$ cat config.mk
export PLATFORM = sky130hd
export DESIGN_NAME = trace_recorder
export DESIGN_NICKNAME = d
export VERILOG_FILES = /design/src/rtl/trace_recorder.sv
export SDC_FILE = /design/constraint.sdc
export NUM_CORES = 1
export LEC_CHECK = 0
export ABC_AREA = 1
export CAP_MARGIN = 20
export CORE_UTILIZATION = 55
export CTS_CLUSTER_DIAMETER = 80
export DETAILED_ROUTE_END_ITERATION = 16
export PLACE_DENSITY = 0.76
export SYNTH_ARGS = -nofsm -noshare
export SYNTH_HDL_FRONTEND = slang
export SYNTH_SLANG_ARGS = --single-unit
$ cat constraint.sdc
create_clock -name clock -period 1.7 [get_ports clock]
set_input_delay 0.425 -clock clock [delete_from_list [all_inputs] [get_ports clock]]
set_output_delay 0.425 -clock clock [all_outputs]
set_load 0.01 [all_outputs]
$ cat src/rtl/trace_recorder.sv
// Trace capture buffer: records {__obs, start, punti_retta} samples between arm and stop,
// then drains them oldest-first over a valid/ready port. TRACE_RECORDER_WRAP_EN enables overwrite.
module trace_recorder #(
    parameter int unsigned DEPTH = 16,
    parameter int unsigned AW    = 4
) (
    input  logic          clock,
    input  logic          reset,
    input  logic          start,
    input  logic          __obs,
    input  logic [7:0]    punti_retta,
    input  logic          arm,
    input  logic          stop,
    input  logic          rd_ready,
    output logic          rd_valid,
    output logic [9:0]    rd_data,
    output logic [AW:0]   count,
    output logic          full,
    output logic          busy,
    output logic          done
);

    localparam logic [AW:0]   FULL_COUNT = (AW + 1)'(DEPTH);
    localparam logic [AW:0]   CNT_ONE    = (AW + 1)'(1);
    localparam logic [AW-1:0] PTR_ONE    = AW'(1);

    typedef enum logic [1:0] {
        StIdle,
        StCapture,
        StHold,
        StDrain
    } state_e;

    state_e        state_q, state_d;
    logic [AW-1:0] wr_ptr_q, wr_ptr_d;
    logic [AW-1:0] rd_ptr_q, rd_ptr_d;
    logic [AW:0]   count_q, count_d;
    logic          rd_valid_q, rd_valid_d;
    logic [9:0]    rd_data_q, rd_data_d;
    logic          done_q, done_d;
    logic          wr_en;
    logic [9:0]    sample;
    logic [9:0]    mem [DEPTH];

    assign sample = {__obs, start, punti_retta};

    always_comb begin
        state_d    = state_q;
        wr_ptr_d   = wr_ptr_q;
        rd_ptr_d   = rd_ptr_q;
        count_d    = count_q;
        rd_valid_d = rd_valid_q;
        rd_data_d  = rd_data_q;
        done_d     = 1'b0;
        wr_en      = 1'b0;

        unique case (state_q)
            StIdle: begin
                if (arm) begin
                    wr_ptr_d = '0;
                    count_d  = '0;
                    state_d  = StCapture;
                end
            end

            StCapture: begin
                wr_en    = 1'b1;
                wr_ptr_d = wr_ptr_q + PTR_ONE;
`ifdef TRACE_RECORDER_WRAP_EN
                // Once full, each new sample replaces the oldest one.
                if (count_q != FULL_COUNT) begin
                    count_d = count_q + CNT_ONE;
                end
                if (stop) begin
                    state_d = StHold;
                end
`else
                count_d = count_q + CNT_ONE;
                if (stop || (count_d == FULL_COUNT)) begin
                    state_d = StHold;
                end
`endif
            end

            StHold: begin
                if (arm) begin
                    wr_ptr_d = '0;
                    count_d  = '0;
                    state_d  = StCapture;
                end else if (count_q == '0) begin
                    state_d = StIdle;
                end else begin
                    // A full buffer has wr_ptr sitting on the oldest entry.
                    rd_ptr_d   = (count_q == FULL_COUNT) ? wr_ptr_q : '0;
                    rd_valid_d = 1'b0;
                    state_d    = StDrain;
                end
            end

            StDrain: begin
                if (!rd_valid_q) begin
                    rd_data_d  = mem[rd_ptr_q];
                    rd_valid_d = 1'b1;
                end else if (rd_ready) begin
                    rd_ptr_d   = rd_ptr_q + PTR_ONE;
                    count_d    = count_q - CNT_ONE;
                    rd_valid_d = 1'b0;
                    if (count_q == CNT_ONE) begin
                        done_d  = 1'b1;
                        state_d = StIdle;
                    end
                end
            end

            default: begin
                state_d = StIdle;
            end
        endcase
    end

    always_ff @(posedge clock or negedge reset) begin
        if (!reset) begin
            state_q    <= StIdle;
            wr_ptr_q   <= '0;
            rd_ptr_q   <= '0;
            count_q    <= '0;
            rd_valid_q <= 1'b0;
            rd_data_q  <= '0;
            done_q     <= 1'b0;
        end else begin
            state_q    <= state_d;
            wr_ptr_q   <= wr_ptr_d;
            rd_ptr_q   <= rd_ptr_d;
            count_q    <= count_d;
            rd_valid_q <= rd_valid_d;
            rd_data_q  <= rd_data_d;
            done_q     <= done_d;
        end
    end

    // Storage is deliberately not reset; count governs what is readable.
    always_ff @(posedge clock) begin
        if (wr_en) begin
            mem[wr_ptr_q] <= sample;
        end
    end

    assign rd_valid = rd_valid_q;
    assign rd_data  = rd_data_q;
    assign count    = count_q;
    assign full     = (count_q == FULL_COUNT);
    assign busy     = (state_q != StIdle);
    assign done     = done_q;

endmodule

==> impl_metrics.yaml, run 1 <==
outcome:
  status: "finished, violations left"
  violations: "setup timing"
yosys:
  ys_seq_area_share_pct: 67.5
  synth-xor-area-share_pct: 0.216
  yosysWarnings: 0
  synth-compound-area-share_pct: 2.06
  synth_fp_nets: 773
  synth_fa_ha_area_share_pct: 1.54
  synth_top_family_by_area: "simple AND/OR/NAND/NOR gates"
  synth-simple-area-share_pct: 24.3
  syn_area_per_cell_um2: 10.9
  ys_ff_latch: 187
  synthMuxAreaShare_pct: 0
  postSynthCellCount: 748
  ys_types: 34
  syn-cell-area_mm2: 0.00812
grt:
  grt_use_total_pct: 25.4
  grt_pass1_wl_um: 28200
  use_met1_pct: 34.9
  grt_pass1_vias: 5536
  grt_max_degree: 44
  grt_use_met2_pct: 39.2
  antenna_found_initial: 0
  gr-total-overflow: 0
  grtUsageMet3_pct: 4.98
  gr-max-usage-layer: "met2"
timing:
  period_needed_ns: 1.74
  hold_viol: 0
  slew_viol_final: 0
  finalSetupViolCount: 1
  maxSlewHeadroom_pct: 58.3
  worst_slew_pin_slew_ns: 0.623
  min_period_over_period_pct: 102
  fmax_mhz: 575
  layout_setup_ws_ns: -0.0386
  hold_slack_ns: 0.371
  fin_skew_ns: 0.00962
  rsz0062_at_grt: "yes"
final_layout:
  nNetsFinal: 842
  antenna_cells: 0
  instances_no_fill: 1014
  drive_above_1_share_pct: 13.9
  fillers: 1058
  syn2layout_area_growth_pct: 17.0
detailed_routing:
  dr.first_iter.drc_count: 518
  vias: 5663
  wl_per_cell_um: 17.5
  ant_nets: 0
  wl_um: 17700
  drcViolationCount: 0
  vias_per_cell: 5.58
  dr.pass1.iters: 5
worst_setup_path:
  cp.depth: 5
  crit_end: "full"
  cpMostUsedCell: "buf_6"
  rr_worst_depth: 5
  endpoint_kind: "output pin"
  crit_chain: "buf_6, nor2_4, nand3_2, inv_2, buf_6"
  crit_arrival_ns: 1.31
  cpMaxStageDelayCell: "dfrtp_1"
  critical-path-max-stage-delay_ns: 0.40
  worst_setup_path_start_kind: "flip-flop"
  cp_data_required_time_ns: 1.27
  rr_endpoint: "mem[15][2]"
  cp.buffers_inverters: 3
  cp_top_family: "flip-flops"
  ff2ff_setup_slack_ns: 0.10
  critPathMaxFanout: 2
  critPathKind: "reg -> out"
  r2r_start: "state_q[1]"
  startpoint: "count[2]"
power:
  p_seq_share_pct: 38.3
  p_leak_uw: 0.00378
  power_frac_clock_pct: 25.6
  p_sw_share_pct: 35.5
  p_per_area_mw_per_mm2: 1600
  combPwrFrac_pct: 36.1
  power.internal_uw: 9830
  p_sw_uw: 5420
  vdd_drop_max_uv: 879
floorplan:
  num_rows: 44
  initial_core_util_pct: 56.1
  die_h_um: 124
  die-area_mm2: 0.0153
  pin_count: 34
  die_x_um: 124
  core_mm2: 0.0145
place:
  hpwl_um: 11100
  gp_congestion: 0.765
  dp_cells: 978
  numPortBuffers: 33
worst_hold_path:
  hp-class: "in -> async"
clocking:
  cts-root-buf: "clkbuf_16"
  clock_latency_ns: 0.43
  cts_buffer_depth: 2
  numCtsBuffers: 17
  clkTransAtPathRegs_ns: 0.07
  cts_tree: "done"
  htree_num_levels: 4
  numClockSinks: 187
job:
  drv_cap: 0
Yosys cell counts, drive strengths merged:
master	instances	share of area [%]
nand2	284	13
a31oi	1	0.077
buf	30	2.8
o21ai	15	1.0
nor2	38	2.3
nor3	2	0.12
clkbuf	4	0.18
o22ai	2	0.15
nand3	132	8.1
ha	10	1.5
a31o	1	0.11
inv	27	1.3
clkinv	2	0.15
dfrtp	27	8.3
o211ai	1	0.092
nand4	3	0.23
a21oi	5	0.35
edfxtp	160	59
a32oi	1	0.11
xor2	2	0.22
o31ai	1	0.15
layer usage:
layer / wire (um) / vias up
li1: - / 2690
met1: 7260 / 2726
met2: 8780 / 204
met3: 1090 / 43
met4: 565 / 0
met5: 0 / -
final cells by class:
cell class,count,area (um^2),area share [%]
inverter,29,119,1.25
sequential,187,5480,57.7
multi-input combinational,498,2310,24.3
clock inverter,12,148,1.55
timing repair buffer,84,773,8.14
clock buffer,20,437,4.60
tap,184,230,2.42
cells by family (layout without fill, tap and decap cells):
family / Yosys count / in the layout
and+or+nand+nor: 459 / 459
DFF: 187 / 187
buffers and inverters: 63 / 145
AOI/OAI and AO/OA: 27 / 27
adders and majority gates: 10 / 10
xor gates and xnor gates: 2 / 2
worst register-to-register path, delay by kind of cell, from the launching register on:
family,cells,cell delay [ns]
buf+inv,2,0.38
flops,1,0.40
simple gates,3,0.51
how the worst min path moves through the flow:
stage / start / end / slack [ns] / depth (start not counted)
finish: reset / rd_data[6] / 0.37 / 2
global route: reset / rd_data[6] / 0.41 / 2
CTS: reset / rd_data[6] / 0.38 / 2
detailed placement: rd_data[6] / rd_data[6] / 0.47 / 2
global placement: rd_data[6] / rd_data[6] / 0.47 / 2
floorplan: reset / count[0] / 0.13 / 0
power by group through the flow:
stage / Sequential (uW) / Combinational [uW] / Clock (uW)
4_1_cts: 5840 / 5390 / 3930
3_5_place_dp: 5950 / 5390 / 0
5_1_grt: 5890 / 6110 / 4120
6_report: 5840 / 5510 / 3910
2_1_floorplan: 6030 / 3430 / 0
3_3_place_gp: 5930 / 5200 / 0
cell usage in the layout, fill, tap and decap left out, types with 6 or more instances in the layout:
master	count
buf_12	6
edfxtp_1	160
nand3_1	131
buf_4	44
o21ai_0	8
dlygate4sd2_1	12
nor2_1	31
nand2_1	277
ha_1	8
dfrtp_1	25
clkbuf_16	17
inv_2	9
clkdlybuf4s50_1	14
inv_1	16
timing repair:
| action | in CTS | in global routing |
|---|---|---|
| hold buffers | 0 | 0 |
| setup endpoints to repair | 19 | 7 |
| resized for setup | 27 | 14 |
| pin swaps | 0 | 4 |
| setup buffers | 3 | 1 |
metrics by stage:
step | setup WS [ns] | util, % | cell area [um^2] | TNS, ns | power (uW)
after floorplan | 0.0351 | - | 8120 | 0 | 9460
after global placement | -0.0379 | 61.3 | 8870 | -0.0379 | 11100
after detailed placement | -0.0710 | 61.3 | 8870 | -0.0710 | 11300
after CTS | -0.106 | 65.3 | 9460 | -0.107 | 15200
after global routing | -0.0981 | 65.6 | 9500 | -0.0981 | 16100
final | -0.0386 | 65.6 | 9500 | -0.0386 | 15200
registers in the layout (all words and copies together) (netlist names):
name and cells:
state_q 2, rd_ptr_q 4, rd_valid 1, count 5, mem 160, wr_ptr_q 4
done 1, rd_data 10
Note: power is estimated with default switching activity, not from simulation.
==> inputs of run 2 (changes only) <==
Settings changed: SKIP_CTS_REPAIR_TIMING set to 1.
==> impl_metrics.yaml, run 2 (synthesized netlist as in run 1, its figures left out) <==
timing:
  hold_slack_ns: 0.371
  slew_viol_final: 0
  hold_viol: 0
  min_period_over_period_pct: 106
  worst_slew_pin_slew_ns: 0.597
  rsz0062_at_grt: "yes"
  maxSlewHeadroom_pct: 60.1
  finalSetupViolCount: 1
  period_needed_ns: 1.80
  fin_skew_ns: 0.0115
  layout_setup_ws_ns: -0.104
  fmax_mhz: 554
worst_setup_path:
  critical-path-max-stage-delay_ns: 0.37
  cpMaxStageDelayCell: "dfrtp_1"
  critPathMaxFanout: 2
  worst_setup_path_start_kind: "flip-flop"
  crit_arrival_ns: 1.38
  critPathKind: "reg -> out"
  crit_chain: "inv_1, ha_2, nand3_2, inv_1, buf_2"
  rr_worst_depth: 5
  endpoint_kind: "output pin"
  cp_data_required_time_ns: 1.27
  cpMostUsedCell: "inv_1"
detailed_routing:
  wl_per_cell_um: 17.6
  vias: 5680
  vias_per_cell: 5.62
  dr.first_iter.drc_count: 503
  drcViolationCount: 0
  wl_um: 17800
  dr.pass1.iters: 5
  ant_nets: 0
job:
  drv_cap: 0
clocking:
  cts-root-buf: "clkbuf_16"
  cts_tree: "done"
  htree_num_levels: 4
  numCtsBuffers: 17
  cts_buffer_depth: 2
  clkTransAtPathRegs_ns: 0.07
  numClockSinks: 187
  clock_latency_ns: 0.43
floorplan:
  pin_count: 34
  die_h_um: 124
  die-area_mm2: 0.0153
  initial_core_util_pct: 56.1
  core_mm2: 0.0145
  num_rows: 44
  die_x_um: 124
final_layout:
  drive_above_1_share_pct: 13.2
  utilization_pct: 65.7
  largest_reg_flops: 160
  multiInputGateArea_mm2: 0.00229
  seq_area_mm2: 0.00548
  largest-register: "mem"
  layout_common_cells: "nand2_1 (277), edfxtp_1 (160), nand3_1 (131), buf_4 (42), nor2_1 (31)"
  fillers: 1050
  syn2layout_area_growth_pct: 17.2
  layout_commonest_cell: "nand2_1"
  nNetsFinal: 839
  antenna_cells: 0
grt:
  gr-total-overflow: 0
  grt_pass1_vias: 5510
  antenna_found_initial: 0
  grt_max_degree: 44
  grt_pass1_wl_um: 28100
  grt_use_total_pct: 25.3
place:
  numPortBuffers: 33
  gp_congestion: 0.765
  hpwl_um: 11100
worst_hold_path:
  hp-class: "in -> async"
power:
  vdd_drop_max_uv: 877
  p_leak_uw: 0.00396
  p_per_area_mw_per_mm2: 1600
outcome:
  status: "finished, violations left"
  violations: "setup timing"
run 2: cell types whose count changed in the layout (fill, tap and decap cells not counted):
| cell | before | now |
|---|---|---|
| clkbuf_2 | 1 | 0 |
| inv_1 | 16 | 18 |
| buf_4 | 44 | 42 |
| ha_2 | 0 | 2 |
| dlymetal6s2s_1 | 0 | 18 |
| inv_2 | 9 | 7 |
| buf_2 | 0 | 1 |
| dlygate4sd2_1 | 12 | 0 |
| clkdlybuf4s15_1 | 5 | 0 |
| buf_6 | 2 | 0 |
| ha_4 | 2 | 0 |
run 2: metal layers:
layer  track usage, %  share of wire (%)  vias up  wire length (um)
met5                0                  0        -                 0
met4             12.0                3.1        0               557
met3             4.98                6.0       41              1070
met2             39.0                 49      203              8790
met1             34.8                 42     2749              7410
li1                 -                  -     2687                 -
run 2: power breakdown:
group          internal, uW  switching [uW]
sequential             5570             293
clock                  2300            1600
combinational          1950            3500
total                  9820            5400
run 2: path summary, 6_finish.rpt:
kind / start / slack (ns) / to
min reg2reg: rd_data[5] / 0.48 / rd_data[5]
max: count[0] / -0.10 / full
max reg2reg: wr_ptr_q[0] / 0.11 / mem[12][2]
max in group asynchronous: reset / 1.05 / rd_ptr_q[0]
min: reset / 0.37 / rd_data[6]
min in group clock: rd_data[5] / 0.48 / rd_data[5]
run 2: critical path: cells and delay by family (launching register included):
| family | cells | cell delay (ns) |
|---|---|---|
| adder cells (fa/ha/maj) | 1 | 0.20 |
| buffers and inverters | 3 | 0.29 |
| flip-flops | 1 | 0.37 |
| AND/OR/NAND/NOR | 1 | 0.09 |
run 2: layout make-up:
class / count / area share (%)
multi-input cells: 498 / 24.1
repair buffers: 81 / 8.47
inverters: 29 / 1.25
flip-flops and latches: 187 / 57.6
well taps: 184 / 2.42
clock buffers: 20 / 4.59
clock inverters: 12 / 1.55
run 2: per-stage QoR:
stage | power (uW) | TNS [ns] | area (um^2) | setup slack, ns | std cells
after floorplan | 9460 | 0 | 8120 | 0.0351 | 748
after global placement | 11100 | -0.0379 | 8870 | -0.0379 | 978
after detailed placement | 11300 | -0.0710 | 8870 | -0.0710 | 978
after CTS | 15200 | -2.75 | 9450 | -0.533 | 1010
after global routing | 16100 | -0.177 | 9520 | -0.165 | 1011
final | 15200 | -0.104 | 9520 | -0.104 | 1011
